## config.mk

```make
export PLATFORM = sky130hd
export DESIGN_NAME = crtc_bus_master
export DESIGN_NICKNAME = d
export VERILOG_FILES = /design/src/rtl/crtc_bus_master.sv
export SDC_FILE = /design/constraint.sdc
export NUM_CORES = 1
export LEC_CHECK = 0
export BUFFER_PORTS_ARGS = -buffer_cell sky130_fd_sc_hd__clkbuf_2
export CORE_UTILIZATION = 56
export DETAILED_ROUTE_END_ITERATION = 12
export PLACE_DENSITY = 0.9
export SYNTH_ARGS = -nofsm -noshare
export SYNTH_HDL_FRONTEND = slang
export SYNTH_SLANG_ARGS = --single-unit
export TNS_END_PERCENT = 20
```

## constraint.sdc

```tcl
create_clock -name CLK -period 3.1 [get_ports CLK]
set_input_delay 0.62 -clock CLK [delete_from_list [all_inputs] [get_ports CLK]]
set_output_delay 0.62 -clock CLK [all_outputs]
set_load 0.02 [all_outputs]
```

## src/rtl/crtc_bus_master.sv

```systemverilog
// MC6845 CPU-port bus master: turns valid/ready commands into address/data register cycles.
// Latency: 2*(E_HIGH+E_LOW) cycles per full access, E_HIGH+E_LOW when the address phase is skipped.
// Backpressure: cmd_ready is high only in IDLE; read data comes back as a one-cycle rsp_valid pulse.
module crtc_bus_master #(
  parameter int ADDR_W    = 5,
  parameter int DATA_W    = 8,
  parameter int E_HIGH    = 1,
  parameter int E_LOW     = 1,
  parameter bit SKIP_ADDR = 1'b1
) (
  input  logic              CLK,
  input  logic              RSTn,
  input  logic              cmd_valid,
  output logic              cmd_ready,
  input  logic              cmd_rw,
  input  logic [ADDR_W-1:0] cmd_addr,
  input  logic [DATA_W-1:0] cmd_wdata,
  output logic              rsp_valid,
  output logic [DATA_W-1:0] rsp_rdata,
  output logic              busy,
  output logic              CSn,
  output logic              E,
  output logic              RS,
  output logic              RW,
  output logic [DATA_W-1:0] D_out,
  output logic              D_oe,
  input  logic [DATA_W-1:0] D_in
);

  localparam int E_MAX = (E_HIGH > E_LOW) ? E_HIGH : E_LOW;
  localparam int CNT_W = $clog2(E_MAX + 1);
  localparam logic [CNT_W-1:0] CNT_ONE = CNT_W'(1);
  localparam logic [CNT_W-1:0] CNT_HI  = CNT_W'(E_HIGH);
  localparam logic [CNT_W-1:0] CNT_LO  = CNT_W'(E_LOW);

  typedef enum logic [2:0] {
    S_IDLE,
    S_ADDR_HI,
    S_ADDR_LO,
    S_DATA_HI,
    S_DATA_LO
  } state_t;

  state_t            state_q, state_d;
  logic [CNT_W-1:0]  cnt_q, cnt_d;

  logic              rw_q;
  logic [ADDR_W-1:0] addr_q;
  logic [DATA_W-1:0] wdata_q;
  logic [ADDR_W-1:0] cache_addr_q;
  logic              cache_vld_q;
  logic [DATA_W-1:0] rdata_q;
  logic              rsp_valid_q;
  logic [DATA_W-1:0] rsp_rdata_q;

  logic              accept;
  logic              cache_hit;
  logic              hi_done;
  logic              lo_done;
  logic              cache_load;
  logic              rd_capture;
  logic              rsp_fire;
  logic [DATA_W-1:0] addr_ext;

  assign cmd_ready = (state_q == S_IDLE);
  assign busy      = (state_q != S_IDLE);
  assign accept    = cmd_valid && cmd_ready;
  // Compare against the live command: it is the value latched on this same edge.
  assign cache_hit = SKIP_ADDR && cache_vld_q && (cmd_addr == cache_addr_q);

  assign hi_done    = (cnt_q == CNT_HI);
  assign lo_done    = (cnt_q == CNT_LO);
  assign cache_load = (state_q == S_ADDR_HI) && hi_done;
  // D_in is sampled on the edge where E falls, while the CRTC still drives it.
  assign rd_capture = (state_q == S_DATA_HI) && hi_done && rw_q;
  assign rsp_fire   = (state_q == S_DATA_LO) && lo_done && rw_q;

  assign rsp_valid = rsp_valid_q;
  assign rsp_rdata = rsp_rdata_q;

  // State and phase counter registers.
  always_ff @(posedge CLK or negedge RSTn) begin
    if (!RSTn) begin
      state_q <= S_IDLE;
      cnt_q   <= '0;
    end else begin
      state_q <= state_d;
      cnt_q   <= cnt_d;
    end
  end

  // Next-state: each phase state lasts until the counter reaches its programmed width.
  always_comb begin
    state_d = state_q;
    cnt_d   = cnt_q;
    case (state_q)
      S_IDLE: begin
        if (accept) begin
          state_d = cache_hit ? S_DATA_HI : S_ADDR_HI;
          cnt_d   = CNT_ONE;
        end
      end
      S_ADDR_HI: begin
        if (hi_done) begin
          state_d = S_ADDR_LO;
          cnt_d   = CNT_ONE;
        end else begin
          cnt_d = cnt_q + CNT_ONE;
        end
      end
      S_ADDR_LO: begin
        if (lo_done) begin
          state_d = S_DATA_HI;
          cnt_d   = CNT_ONE;
        end else begin
          cnt_d = cnt_q + CNT_ONE;
        end
      end
      S_DATA_HI: begin
        if (hi_done) begin
          state_d = S_DATA_LO;
          cnt_d   = CNT_ONE;
        end else begin
          cnt_d = cnt_q + CNT_ONE;
        end
      end
      S_DATA_LO: begin
        if (lo_done) begin
          state_d = S_IDLE;
          cnt_d   = '0;
        end else begin
          cnt_d = cnt_q + CNT_ONE;
        end
      end
      default: begin
        state_d = S_IDLE;
        cnt_d   = '0;
      end
    endcase
  end

  // Zero-extend the register address onto the data bus.
  always_comb begin
    addr_ext               = '0;
    addr_ext[ADDR_W-1:0]   = addr_q;
  end

  // Bus outputs decoded from state so reset returns the bus to idle immediately.
  always_comb begin
    CSn   = 1'b1;
    E     = 1'b0;
    RS    = 1'b0;
    RW    = 1'b1;
    D_oe  = 1'b0;
    D_out = '0;
    case (state_q)
      S_ADDR_HI, S_ADDR_LO: begin
        CSn   = 1'b0;
        E     = (state_q == S_ADDR_HI);
        RS    = 1'b0;
        RW    = 1'b0;
        D_oe  = 1'b1;
        D_out = addr_ext;
      end
      S_DATA_HI, S_DATA_LO: begin
        CSn   = 1'b0;
        E     = (state_q == S_DATA_HI);
        RS    = 1'b1;
        RW    = rw_q;
        D_oe  = !rw_q;
        D_out = rw_q ? '0 : wdata_q;
      end
      default: begin
        CSn = 1'b1;
      end
    endcase
  end

  // Command latch, address cache, read capture and response registers.
  always_ff @(posedge CLK or negedge RSTn) begin
    if (!RSTn) begin
      rw_q         <= 1'b1;
      addr_q       <= '0;
      wdata_q      <= '0;
      cache_addr_q <= '0;
      cache_vld_q  <= 1'b0;
      rdata_q      <= '0;
      rsp_valid_q  <= 1'b0;
      rsp_rdata_q  <= '0;
    end else begin
      if (accept) begin
        rw_q    <= cmd_rw;
        addr_q  <= cmd_addr;
        wdata_q <= cmd_wdata;
      end
      if (cache_load) begin
        cache_addr_q <= addr_q;
        cache_vld_q  <= 1'b1;
      end
      if (rd_capture) begin
        rdata_q <= D_in;
      end
      rsp_valid_q <= rsp_fire;
      if (rsp_fire) begin
        rsp_rdata_q <= rdata_q;
      end
    end
  end

endmodule

```

==> results of run 1 <==
## worst register-to-register path: stages (launching register included)
cell and delay, ps:
sky130_fd_sc_hd__dfrtp_1 570, sky130_fd_sc_hd__nor4b_4 890, sky130_fd_sc_hd__mux2_2 430
## final timing paths
kind	startpoint	endpoint	slack [ps]	cells after the start
setup / recovery	state_q[1]$_DFFE_PN0P_	D_out[2]	200	5
hold / removal	RSTn	rdata_q[4]$_DFFE_PN0P_	400	1
setup reg to reg	state_q[1]$_DFFE_PN0P_	wdata_q[6]$_DFFE_PN0P_	1110	2
hold reg to reg	cache_vld_q$_DFFE_PN0P_	cache_vld_q$_DFFE_PN0P_	490	1
max in group asynchronous	RSTn	cache_addr_q[0]$_DFFE_PN0P_	2100	1
min in group CLK	cache_vld_q$_DFFE_PN0P_	cache_vld_q$_DFFE_PN0P_	490	1
## per-stage QoR
step	setup WS [ps]	cells	instance area [um2]	utilization (%)
final	201	243	2280	72.3
after detailed placement	625	235	2180	69.0
after floorplan	689	150	1910	-
after CTS	212	243	2280	72.3
after global routing	90.3	243	2280	72.3
after global placement	728	235	2180	69.0
## Yosys cell counts, types with 2 or more instances
cell type,number,area share (%)
sky130_fd_sc_hd__nor2_1,5,0.98
sky130_fd_sc_hd__o21ai_0,4,1.0
sky130_fd_sc_hd__nor4b_1,5,2.3
sky130_fd_sc_hd__mux2_2,36,21
sky130_fd_sc_hd__a21oi_1,6,1.6
sky130_fd_sc_hd__dfrtp_1,40,52
sky130_fd_sc_hd__nor2b_1,2,0.65
sky130_fd_sc_hd__xnor2_1,2,0.92
sky130_fd_sc_hd__nand3_1,2,0.52
sky130_fd_sc_hd__o211ai_1,6,2.4
sky130_fd_sc_hd__inv_1,4,0.78
sky130_fd_sc_hd__nand2_1,9,1.8
sky130_fd_sc_hd__nand4_1,2,0.65
sky130_fd_sc_hd__buf_2,3,0.78
sky130_fd_sc_hd__clkbuf_1,3,0.59
sky130_fd_sc_hd__xor2_1,3,1.4
sky130_fd_sc_hd__and2_1,3,0.98
## flip-flops by register name, summed over array words and instances, names as in the netlist
name	count
cache_addr_q	5
rsp_rdata	8
state_q	3
cnt_q	1
rw_q	1
rsp_valid	1
rdata_q	8
addr_q	5
wdata_q	8
cache_vld_q	1
## area by class of cell
class                   count  area, um2  area share (%)
repair buffers             49        248            10.9
clock buffers               5       37.5            1.65
flip-flops and latches     41       1030            45.1
multi-input cells          97        831            36.5
inverters                   4       15.0           0.659
well taps                  44       55.1            2.42
clock inverters             3       65.1            2.86
## kinds of logic after synthesis
kind of cell | synth area share, %
multiplexers | 21.7
XOR/XNOR | 2.29
AO/OA/AOI/OAI | 6.08
flip-flops | 53.7
buffers and inverters | 2.94
AND/OR/NAND/NOR | 13.3
## layer usage
metal	GRT usage, %	share of wire [%]	up-vias	routed length, um
met2	39.4	50	50	1840
li1	-	-	632	-
met3	5.33	6.3	5	232
met4	11.0	1.7	0	61
met1	27.5	42	646	1520
met5	0	0	-	0
## power groups by stage
stage	Combinational [mW]	Sequential [mW]	Clock, mW
3_3_place_gp	1.14	0.995	0
2_1_floorplan	0.894	0.974	0
3_5_place_dp	1.18	1.03	0
5_1_grt	1.28	1.06	0.446
6_report	1.18	1.02	0.421
4_1_cts	1.19	1.02	0.432
==> impl_results.rst, run 1 <==
.. list-table::
   :header-rows: 1

   * - Metric
     - Value
   * - RSZ-0062 raised after global routing
     - false
   * - Primary flip-flop cell chosen by synthesis mapping
     - sky130_fd_sc_hd__dfrtp_1
   * - Clock-pin transition on the worst setup and hold timing paths
     - 120 ps
   * - Fill cell count
     - 240
   * - Num Clock Sinks
     - 41
   * - Gate count after technology mapping
     - 150
   * - Number of buffers created by CTS
     - 5
   * - Wire length of the first global-routing pass
     - 5950 um
   * - Post-synthesis cell type count
     - 32
   * - Critical path class
     - flop to primary output
   * - Maximum achievable frequency
     - 345 MHz
   * - Initial Utilization
     - 60.7%
   * - Cell Area, Synth
     - 1910 um2
   * - Clock Tree Root
     - sky130_fd_sc_hd__clkbuf_4
   * - Maximum number of pins on one net before global-route repair
     - 42
   * - # Max-Cap Violations
     - 0
   * - Clock Latency Late Sink
     - 360 ps
   * - Critical path arrival
     - 2280 ps
   * - Headroom to the max-slew limit
     - 34.9%
   * - Worst-margin pin slew
     - 976 ps
   * - IO buf count
     - 48
   * - Hold-fix buffers at CTS
     - 0
   * - Final hold violations
     - 0
   * - # resized after CTS
     - 0
   * - Number of DRC violations after detailed-routing iteration 0
     - 116
   * - Number of standard-cell rows in the floorplan
     - 20
   * - Worst Path Required
     - 2480 ps
   * - Routed len/inst
     - 15.0 um
   * - Mean cell area of the mapped netlist
     - 12.8 um2
   * - Total chip power
     - 2.62 mW
   * - Count of yosys warnings during synthesis
     - 0
   * - Overall via count from detail_route
     - 1333
   * - Worst hold-check slack
     - 401 ps
   * - Commonest non-fill, non-tap cell in the layout
     - sky130_fd_sc_hd__clkbuf_2
   * - Clock tree from TritonCTS
     - yes
   * - Net switching fraction of the power
     - 39.7%
   * - Via density
     - 5.49
   * - Static Leak
     - 1.07 nW
   * - Area grow syn2layout
     - 19.0%
   * - Core footprint
     - 3150 um2
   * - Total buffers and inverters traversed by the critical path
     - 1
   * - Total DRC errors in the routed layout
     - 0
   * - Startpoint types
     - flop
   * - CTS H-tree depth
     - 2
   * - Clock buffer depth
     - 2
   * - TritonRoute pass-1 iters
     - 6
   * - Number of nets at the end of the flow
     - 223
   * - Final antenna diode count
     - 0
   * - Slowest cell on the critical path
     - sky130_fd_sc_hd__or3b_2
   * - Detailed Place HPWL
     - 2710 um
   * - Hold/Removal Path Class
     - input port to asynchronous set/reset pin
   * - Endpoint class of the critical path
     - primary output
   * - DIE AREA
     - 3660 um2
   * - Setup Buffers After CTS
     - 0
   * - Remaining global-route overflow
     - 0
   * - Total net switching power
     - 1.04 mW
   * - Endpoints failing setup
     - 0
   * - Status
     - finished clean
   * - Number of nets with antenna violations after detailed routing
     - 0
   * - Number of global-route vias before repair
     - 1326
   * - Clk network pwr share
     - 16.1%
   * - Layout cells sized above 1
     - 51.3%
   * - Synth Net Count
     - 175
   * - Total global routing track utilization
     - 23.0%
   * - Maximum vdd drop
     - 0.514 mV
   * - Die W
     - 60.5 um
   * - Comb pwr share
     - 44.9%
   * - Largest fanout on the critical path
     - 16
   * - Sum of negative setup slack
     - 0 ps
   * - Sequential group share of total power
     - 39.0%
   * - Minimum clock period
     - 2900 ps
   * - Number of max-slew violations in the final report
     - 0
   * - Worst clock skew
     - 9.11 ps
   * - Final worst-path cycle share
     - 93.5%
   * - Cell-internal power
     - 1.58 mW
   * - Number of enable flip-flop cells after synthesis
     - 0
   * - Proportion of synthesized chip area in sequential cells
     - 53.7%
   * - Pwr Density
     - 1150 nW/um2
   * - Detailed-route wire length
     - 3660 um
   * - Die outline height
     - 60.5 um
   * - Cell family with most CP delay
     - simple AND/OR/NAND/NOR gates
   * - Most frequent cells in the layout
     - sky130_fd_sc_hd__clkbuf_2 (48), sky130_fd_sc_hd__dfrtp_1 (40), sky130_fd_sc_hd__mux2_2 (36)
   * - Antenna violations before repair
     - 0
   * - Routability congestion estimate
     - 0.862
   * - Cells along the critical path
     - or3b_2, nor2_1, a21oi_1, nand2_1, clkbuf_2
   * - Count of boundary I/O pins
     - 49
   * - Share of flip-flops with an asynchronous set or reset after synthesis
     - 100%
   * - Delay of the slowest critical-path stage
     - 630 ps
   * - Post-synthesis sequential element count
     - 41
Power figures use the tool's default switching activity.
==> inputs of run 2 (changes only) <==
Settings changed: PLACE_DENSITY 0.9 to 0.93.
==> impl_results.rst, run 2 (synthesis gave the netlist of run 1 again) <==
.. list-table::
   :header-rows: 1

   * - Metric
     - Value
   * - Critical path class
     - flop to primary output
   * - Remaining global-route overflow
     - 0 (unchanged)
   * - Num Clock Sinks
     - 41 (unchanged)
   * - Final antenna diode count
     - 0 (unchanged)
   * - Status
     - finished clean
   * - Pwr Density
     - 1130 nW/um2 (-1.5%)
   * - Final hold violations
     - 0 (unchanged)
   * - Layout cells sized above 1
     - 50.8% (-0.50 points)
   * - Fill cell count
     - 252 (+5.0%)
   * - Headroom to the max-slew limit
     - 34.7% (-0.20 points)
   * - Core footprint
     - 3150 um2 (unchanged)
   * - Largest fanout on the critical path
     - 16 (unchanged)
   * - Worst-margin pin slew
     - 979 ps (+2.99 ps)
   * - Count of boundary I/O pins
     - 49 (unchanged)
   * - Number of buffers created by CTS
     - 5 (unchanged)
   * - Number of DRC violations after detailed-routing iteration 0
     - 65 (-44%)
   * - Maximum achievable frequency
     - 345 MHz (-0.12%)
   * - Routed len/inst
     - 15.6 um (+3.4%)
   * - Worst hold-check slack
     - 407 ps (+6.08 ps)
   * - Maximum vdd drop
     - 0.520 mV (+1.1%)
   * - Net switching fraction of the power
     - 40.6% (+0.86 points)
   * - Clock Latency Late Sink
     - 350 ps (about the same)
   * - Total net switching power
     - 1.04 mW (-0.11%)
   * - Endpoint class of the critical path
     - primary output
   * - Detailed-route wire length
     - 3780 um (+3.4%)
   * - Cell area after placement
     - 2180 um2 (unchanged)
   * - Area used by sequential logic in the layout
     - 1030 um2 (unchanged)
   * - Number of max-slew violations in the final report
     - 0 (unchanged)
   * - Number of global-route vias before repair
     - 1385 (+4.4%)
   * - Final instance area
     - 2260 um2 (-0.77%)
   * - Die outline height
     - 60.5 um (unchanged)
   * - Via density
     - 5.52 (+0.68%)
   * - Startpoint types
     - flop
   * - Setup Buffers After CTS
     - 0 (unchanged)
   * - Source of the critical timing path
     - state_q[1]$_DFFE_PN0P_
   * - Commonest non-fill, non-tap cell in the layout
     - sky130_fd_sc_hd__clkbuf_2
   * - Clock buffer depth
     - 2 (unchanged)
   * - Total global routing track utilization
     - 24.3% (+1.2 points)
   * - Critical R2R Capture
     - wdata_q[4]$_DFFE_PN0P_
   * - Number of nets at the end of the flow
     - 223 (unchanged)
   * - Total area of multi-input combinational cells
     - 831 um2 (unchanged)
   * - Clk network pwr share
     - 14.1% (-2.0 points)
   * - Overall via count from detail_route
     - 1342 (+0.68%)
   * - DIE AREA
     - 3660 um2 (unchanged)
   * - Critical path arrival
     - 2280 ps (about the same)
   * - # Max-Cap Violations
     - 0 (unchanged)
   * - Number of nets with antenna violations after detailed routing
     - 0 (unchanged)
   * - Detailed Place HPWL
     - 2720 um (+0.37%)
   * - Routability congestion estimate
     - 0.853 (-0.98%)
   * - Worst Path Required
     - 2480 ps (about the same)
   * - Static Leak
     - 1.06 nW (-0.90%)
   * - RSZ-0062 raised after global routing
     - false
   * - TritonRoute pass-1 iters
     - 4 (-2)
   * - Clock tree from TritonCTS
     - yes
   * - Clock-pin transition on the worst setup and hold timing paths
     - 120 ps (about the same)
   * - Wire length of the first global-routing pass
     - 6380 um (+7.1%)
   * - Area grow syn2layout
     - 18.1%
   * - Worst setup path end
     - D_out[2]
   * - Hold-fix buffers at CTS
     - 0 (unchanged)
   * - Endpoints failing setup
     - 0 (unchanged)
   * - Worst clock skew
     - 10.8 ps (+1.66 ps)
   * - Antenna violations before repair
     - 0 (unchanged)
   * - Cell-internal power
     - 1.52 mW (-3.6%)
   * - IO buf count
     - 48 (unchanged)
   * - CTS H-tree depth
     - 2 (unchanged)
   * - Minimum clock period
     - 2900 ps (+3.49 ps)
   * - Setup slack, reg-to-reg
     - 1110 ps (about the same)
   * - Die W
     - 60.5 um (unchanged)
   * - Most frequent cells in the layout
     - sky130_fd_sc_hd__clkbuf_2 (48), sky130_fd_sc_hd__dfrtp_1 (40), sky130_fd_sc_hd__mux2_2 (36)
   * - Sequential group share of total power
     - 39.7% (+0.7 points)
   * - Depth of the worst register-to-register path
     - 2 (unchanged)
   * - Sum of negative setup slack
     - 0 ps (unchanged)
   * - Crit Reg-Reg Startpoint
     - state_q[1]$_DFFE_PN0P_
   * - Clock Tree Root
     - sky130_fd_sc_hd__clkbuf_4
   * - # resized after CTS
     - 0 (unchanged)
   * - Final worst-path cycle share
     - 93.6% (+0.11 points)
   * - Maximum number of pins on one net before global-route repair
     - 42 (unchanged)
   * - Total DRC errors in the routed layout
     - 0 (unchanged)
   * - Number of standard-cell rows in the floorplan
     - 20 (unchanged)
   * - Hold/Removal Path Class
     - input port to asynchronous set/reset pin
   * - Comb pwr share
     - 46.2% (+1.3 points)
   * - Initial Utilization
     - 60.7% (unchanged)
## run 2: how the worst min path moves through the flow
stage	from	endpoint
4_1_cts	RSTn	addr_q[4]$_DFFE_PN0P_
3_3_place_gp	cache_vld_q$_DFFE_PN0P_	cache_vld_q$_DFFE_PN0P_
6_report	RSTn	wdata_q[2]$_DFFE_PN0P_
5_1_grt	D_in[0]	rdata_q[0]$_DFFE_PN0P_
2_1_floorplan	RSTn	addr_q[0]$_DFFE_PN0P_
3_5_place_dp	cache_vld_q$_DFFE_PN0P_	cache_vld_q$_DFFE_PN0P_
## run 2: power groups by stage
| stage | sequential (mW) | combinational, mW | clock (mW) |
|---|---|---|---|
| floorplan | 0.974 | 0.894 | 0 |
| global placement | 0.998 | 1.14 | 0 |
| detailed placement | 1.02 | 1.18 | 0 |
| CTS | 1.01 | 1.19 | 0.365 |
| global route | 1.05 | 1.29 | 0.387 |
| finish | 1.02 | 1.18 | 0.361 |
## run 2: cell type report
type | count | share of cell area (%)
clock buffers | 7 | 2.43
clock inverters | 1 | 1.33
inverters | 4 | 0.664
multi-input cells | 97 | 36.7
flip-flops and latches | 41 | 45.4
well taps | 44 | 2.43
repair buffers | 49 | 11.0
## run 2: routing by layer
metal / wire length [um] / share of wire (%) / GRT usage (%) / vias up
li1: - / - / - / 627
met4: 37 / 0.98 / 8.12 / 0
met5: 0 / 0 / 0 / -
met3: 251 / 6.6 / 7.68 / 4
met2: 1910 / 51 / 41.4 / 55
met1: 1580 / 42 / 29.2 / 656
## run 2: metrics by stage
stage	power (mW)	utilization (%)	instances	worst slack, ps
2_1_floorplan	1.87	-	150	689
3_3_place_gp	2.13	69.0	235	718
3_5_place_dp	2.20	69.0	235	629
4_1_cts	2.57	71.7	243	214
5_1_grt	2.72	71.7	243	45.7
6_report	2.56	71.7	243	198
## run 2: critical path, cell delays in order (launching register included)
cell and delay (ps):
sky130_fd_sc_hd__dfrtp_1 590, sky130_fd_sc_hd__or3b_2 630, sky130_fd_sc_hd__nor2_1 330, sky130_fd_sc_hd__a21oi_1 130
sky130_fd_sc_hd__nand2_1 80, sky130_fd_sc_hd__clkbuf_2 160
==> inputs of run 3 (changes only) <==
Settings changed: CORE_UTILIZATION 56 to 52, PLACE_DENSITY 0.93 to 0.88.
Clock period 3.1 ns to 3 ns, I/O delays scaled along.
==> impl_results.rst, run 3 (synthesis gave the netlist of run 1 again) <==
.. list-table::
   :header-rows: 1

   * - Metric
     - Value
   * - Status
     - finished clean
   * - # resized after CTS
     - 0 (unchanged)
   * - Maximum achievable frequency
     - 362 MHz
   * - Largest fanout on the critical path
     - 14 (-2)
   * - Count of boundary I/O pins
     - 49 (unchanged)
   * - Core footprint
     - 3440 um2 (+9.2%)
   * - Total DRC errors in the routed layout
     - 0 (unchanged)
   * - Number of DRC violations after detailed-routing iteration 0
     - 116 (+78%)
   * - Clock-pin transition on the worst setup and hold timing paths
     - 70 ps (-50 ps)
   * - Number of buffers created by CTS
     - 5 (unchanged)
   * - RSZ-0062 raised after global routing
     - false
   * - Endpoints failing setup
     - 0 (unchanged)
   * - Total chip power
     - 2.78 mW (+8.7%)
   * - Clock Latency Late Sink
     - 290 ps (-60 ps)
   * - Sum of negative setup slack
     - 0 ps (unchanged)
   * - Commonest non-fill, non-tap cell in the layout
     - sky130_fd_sc_hd__clkbuf_2
   * - Final instance area
     - 2330 um2 (+2.9%)
   * - Initial Utilization
     - 55.6% (-5.1 points)
   * - Number of global-route vias before repair
     - 1328 (-4.1%)
   * - Critical path arrival
     - 2160 ps (-120 ps)
   * - Maximum vdd drop
     - 0.635 mV (+22%)
   * - # Max-Cap Violations
     - 0 (unchanged)
   * - Setup Buffers After CTS
     - 0 (unchanged)
   * - Detailed-route wire length
     - 3530 um (-6.5%)
   * - Remaining global-route overflow
     - 0 (unchanged)
   * - Minimum clock period
     - 2760 ps
   * - IO buf count
     - 48 (unchanged)
   * - Worst clock skew
     - 4.42 ps (-6.34 ps)
   * - Cell area after placement
     - 2190 um2 (+0.80%)
   * - Startpoint types
     - flop
   * - Hold-fix buffers at CTS
     - 0 (unchanged)
   * - Critical path class
     - flop to primary output
   * - Clock Tree Root
     - sky130_fd_sc_hd__clkbuf_8
   * - Minimum setup slack in the final design
     - 240 ps (+42.7 ps)
   * - TritonRoute pass-1 iters
     - 4 (unchanged)
   * - Post-placement cell count
     - 239 (+1.7%)
   * - Antenna violations before repair
     - 0 (unchanged)
   * - Number of max-slew violations in the final report
     - 0 (unchanged)
   * - Worst-margin pin slew
     - 995 ps (+15.5 ps)
   * - Via density
     - 5.43 (-1.6%)
   * - Delay of the slowest critical-path stage
     - 590 ps (-40 ps)
   * - Num Clock Sinks
     - 41 (unchanged)
   * - Wire length of the first global-routing pass
     - 6100 um (-4.3%)
   * - Hold/Removal Path Class
     - input port to asynchronous set/reset pin
   * - Count of non-filler cells in the finished layout
     - 247 (+1.6%)
   * - Cells along the critical path
     - or3b_2, nor2_1, a21oi_1, nand2_1, clkbuf_2
   * - DIE AREA
     - 3930 um2 (+7.4%)
   * - Setup Slack @ Placement
     - 560 ps (-68.9 ps)
   * - Number of nets at the end of the flow
     - 225 (+0.90%)
   * - Final antenna diode count
     - 0 (unchanged)
   * - Headroom to the max-slew limit
     - 33.7% (-1.0 points)
   * - Die W
     - 62.7 um (+3.7%)
   * - Endpoint class of the critical path
     - primary output
   * - Number of nets with antenna violations after detailed routing
     - 0 (unchanged)
   * - Clock buffer depth
     - 2 (unchanged)
   * - Layout cells sized above 1
     - 51.7% (+0.99 points)
   * - Cell family with most CP delay
     - simple AND/OR/NAND/NOR gates
   * - Total global routing track utilization
     - 20.3% (-4.0 points)
   * - CTS H-tree depth
     - 2 (unchanged)
   * - Worst Path Required
     - 2400 ps (-80 ps)
   * - Clock tree from TritonCTS
     - yes
   * - Detailed Place HPWL
     - 2610 um (-4.1%)
   * - Total buffers and inverters traversed by the critical path
     - 1 (unchanged)
   * - Pwr Density
     - 1200 nW/um2 (+5.6%)
   * - Die outline height
     - 62.7 um (+3.7%)
   * - Static Leak
     - 1.09 nW (+3.1%)
   * - Number of standard-cell rows in the floorplan
     - 21 (+5.0%)
   * - Routed len/inst
     - 14.3 um (-8.0%)
   * - Final hold violations
     - 0 (unchanged)
   * - Maximum number of pins on one net before global-route repair
     - 42 (unchanged)
   * - Area grow syn2layout
     - 21.6%
   * - Final worst-path cycle share
     - 92.0%
   * - Most frequent cells in the layout
     - sky130_fd_sc_hd__clkbuf_2 (48), sky130_fd_sc_hd__dfrtp_1 (40), sky130_fd_sc_hd__mux2_2 (36)
   * - Fill cell count
     - 272 (+7.9%)
   * - Slowest cell on the critical path
     - sky130_fd_sc_hd__or3b_2
   * - Overall via count from detail_route
     - 1342 (unchanged)
   * - Routability congestion estimate
     - 0.789 (-7.5%)
## run 3: changes by cell type in the layout (fill, tap and decap cells not counted)
cell and change:
sky130_fd_sc_hd__clkbuf_8 +4, sky130_fd_sc_hd__clkinv_2 +1, sky130_fd_sc_hd__clkbuf_1 -1, sky130_fd_sc_hd__buf_4 +2, sky130_fd_sc_hd__bufinv_16 +1, sky130_fd_sc_hd__clkbuf_4 -5
## run 3: final timing paths
kind                            slack, ps                     endpoint                     from  cells past startpoint
worst max-delay path                  240                     D_out[0]   state_q[0]$_DFFE_PN0P_                      5
worst min-delay path                  470       wdata_q[3]$_DFFE_PN0P_                     RSTn                      1
worst max register to register       1050       rdata_q[0]$_DFFE_PN0P_   state_q[0]$_DFFE_PN0P_                      4
worst min register to register        490      cache_vld_q$_DFFE_PN0P_  cache_vld_q$_DFFE_PN0P_                      1
max in group asynchronous            1930  cache_addr_q[4]$_DFFE_PN0P_                     RSTn                      1
min in group CLK                      490      cache_vld_q$_DFFE_PN0P_  cache_vld_q$_DFFE_PN0P_                      1
## run 3: metrics by stage
stage	utilization (%)	hold WS, ps
floorplan	-	304
global placement	63.7	452
detailed placement	63.7	458
CTS	67.6	479
global route	67.6	509
finish	67.6	470
## run 3: area by class of cell
class / count / area, um2 / share of cell area (%)
tap: 46 / 57.6 / 2.47
multi-input combinational: 97 / 831 / 35.7
clock inverter: 3 / 65.1 / 2.80
sequential: 41 / 1030 / 44.1
inverter: 4 / 15.0 / 0.645
timing repair buffer: 51 / 263 / 11.3
clock buffer: 5 / 68.8 / 2.96
## run 3: layer usage
layer	GRT usage, %	vias to the layer above	wire (um)
li1	-	636	-
met1	27.3	650	1550
met2	31.7	51	1700
met3	6.02	5	236
met4	6.40	0	40
met5	0	-	0
## run 3: power breakdown
| part | total, mW | switching [mW] | internal [mW] |
|---|---|---|---|
| clock | 0.513 | 0.182 | 0.330 |
| sequential | 1.02 | 0.197 | 0.824 |
| combinational | 1.25 | 0.683 | 0.566 |
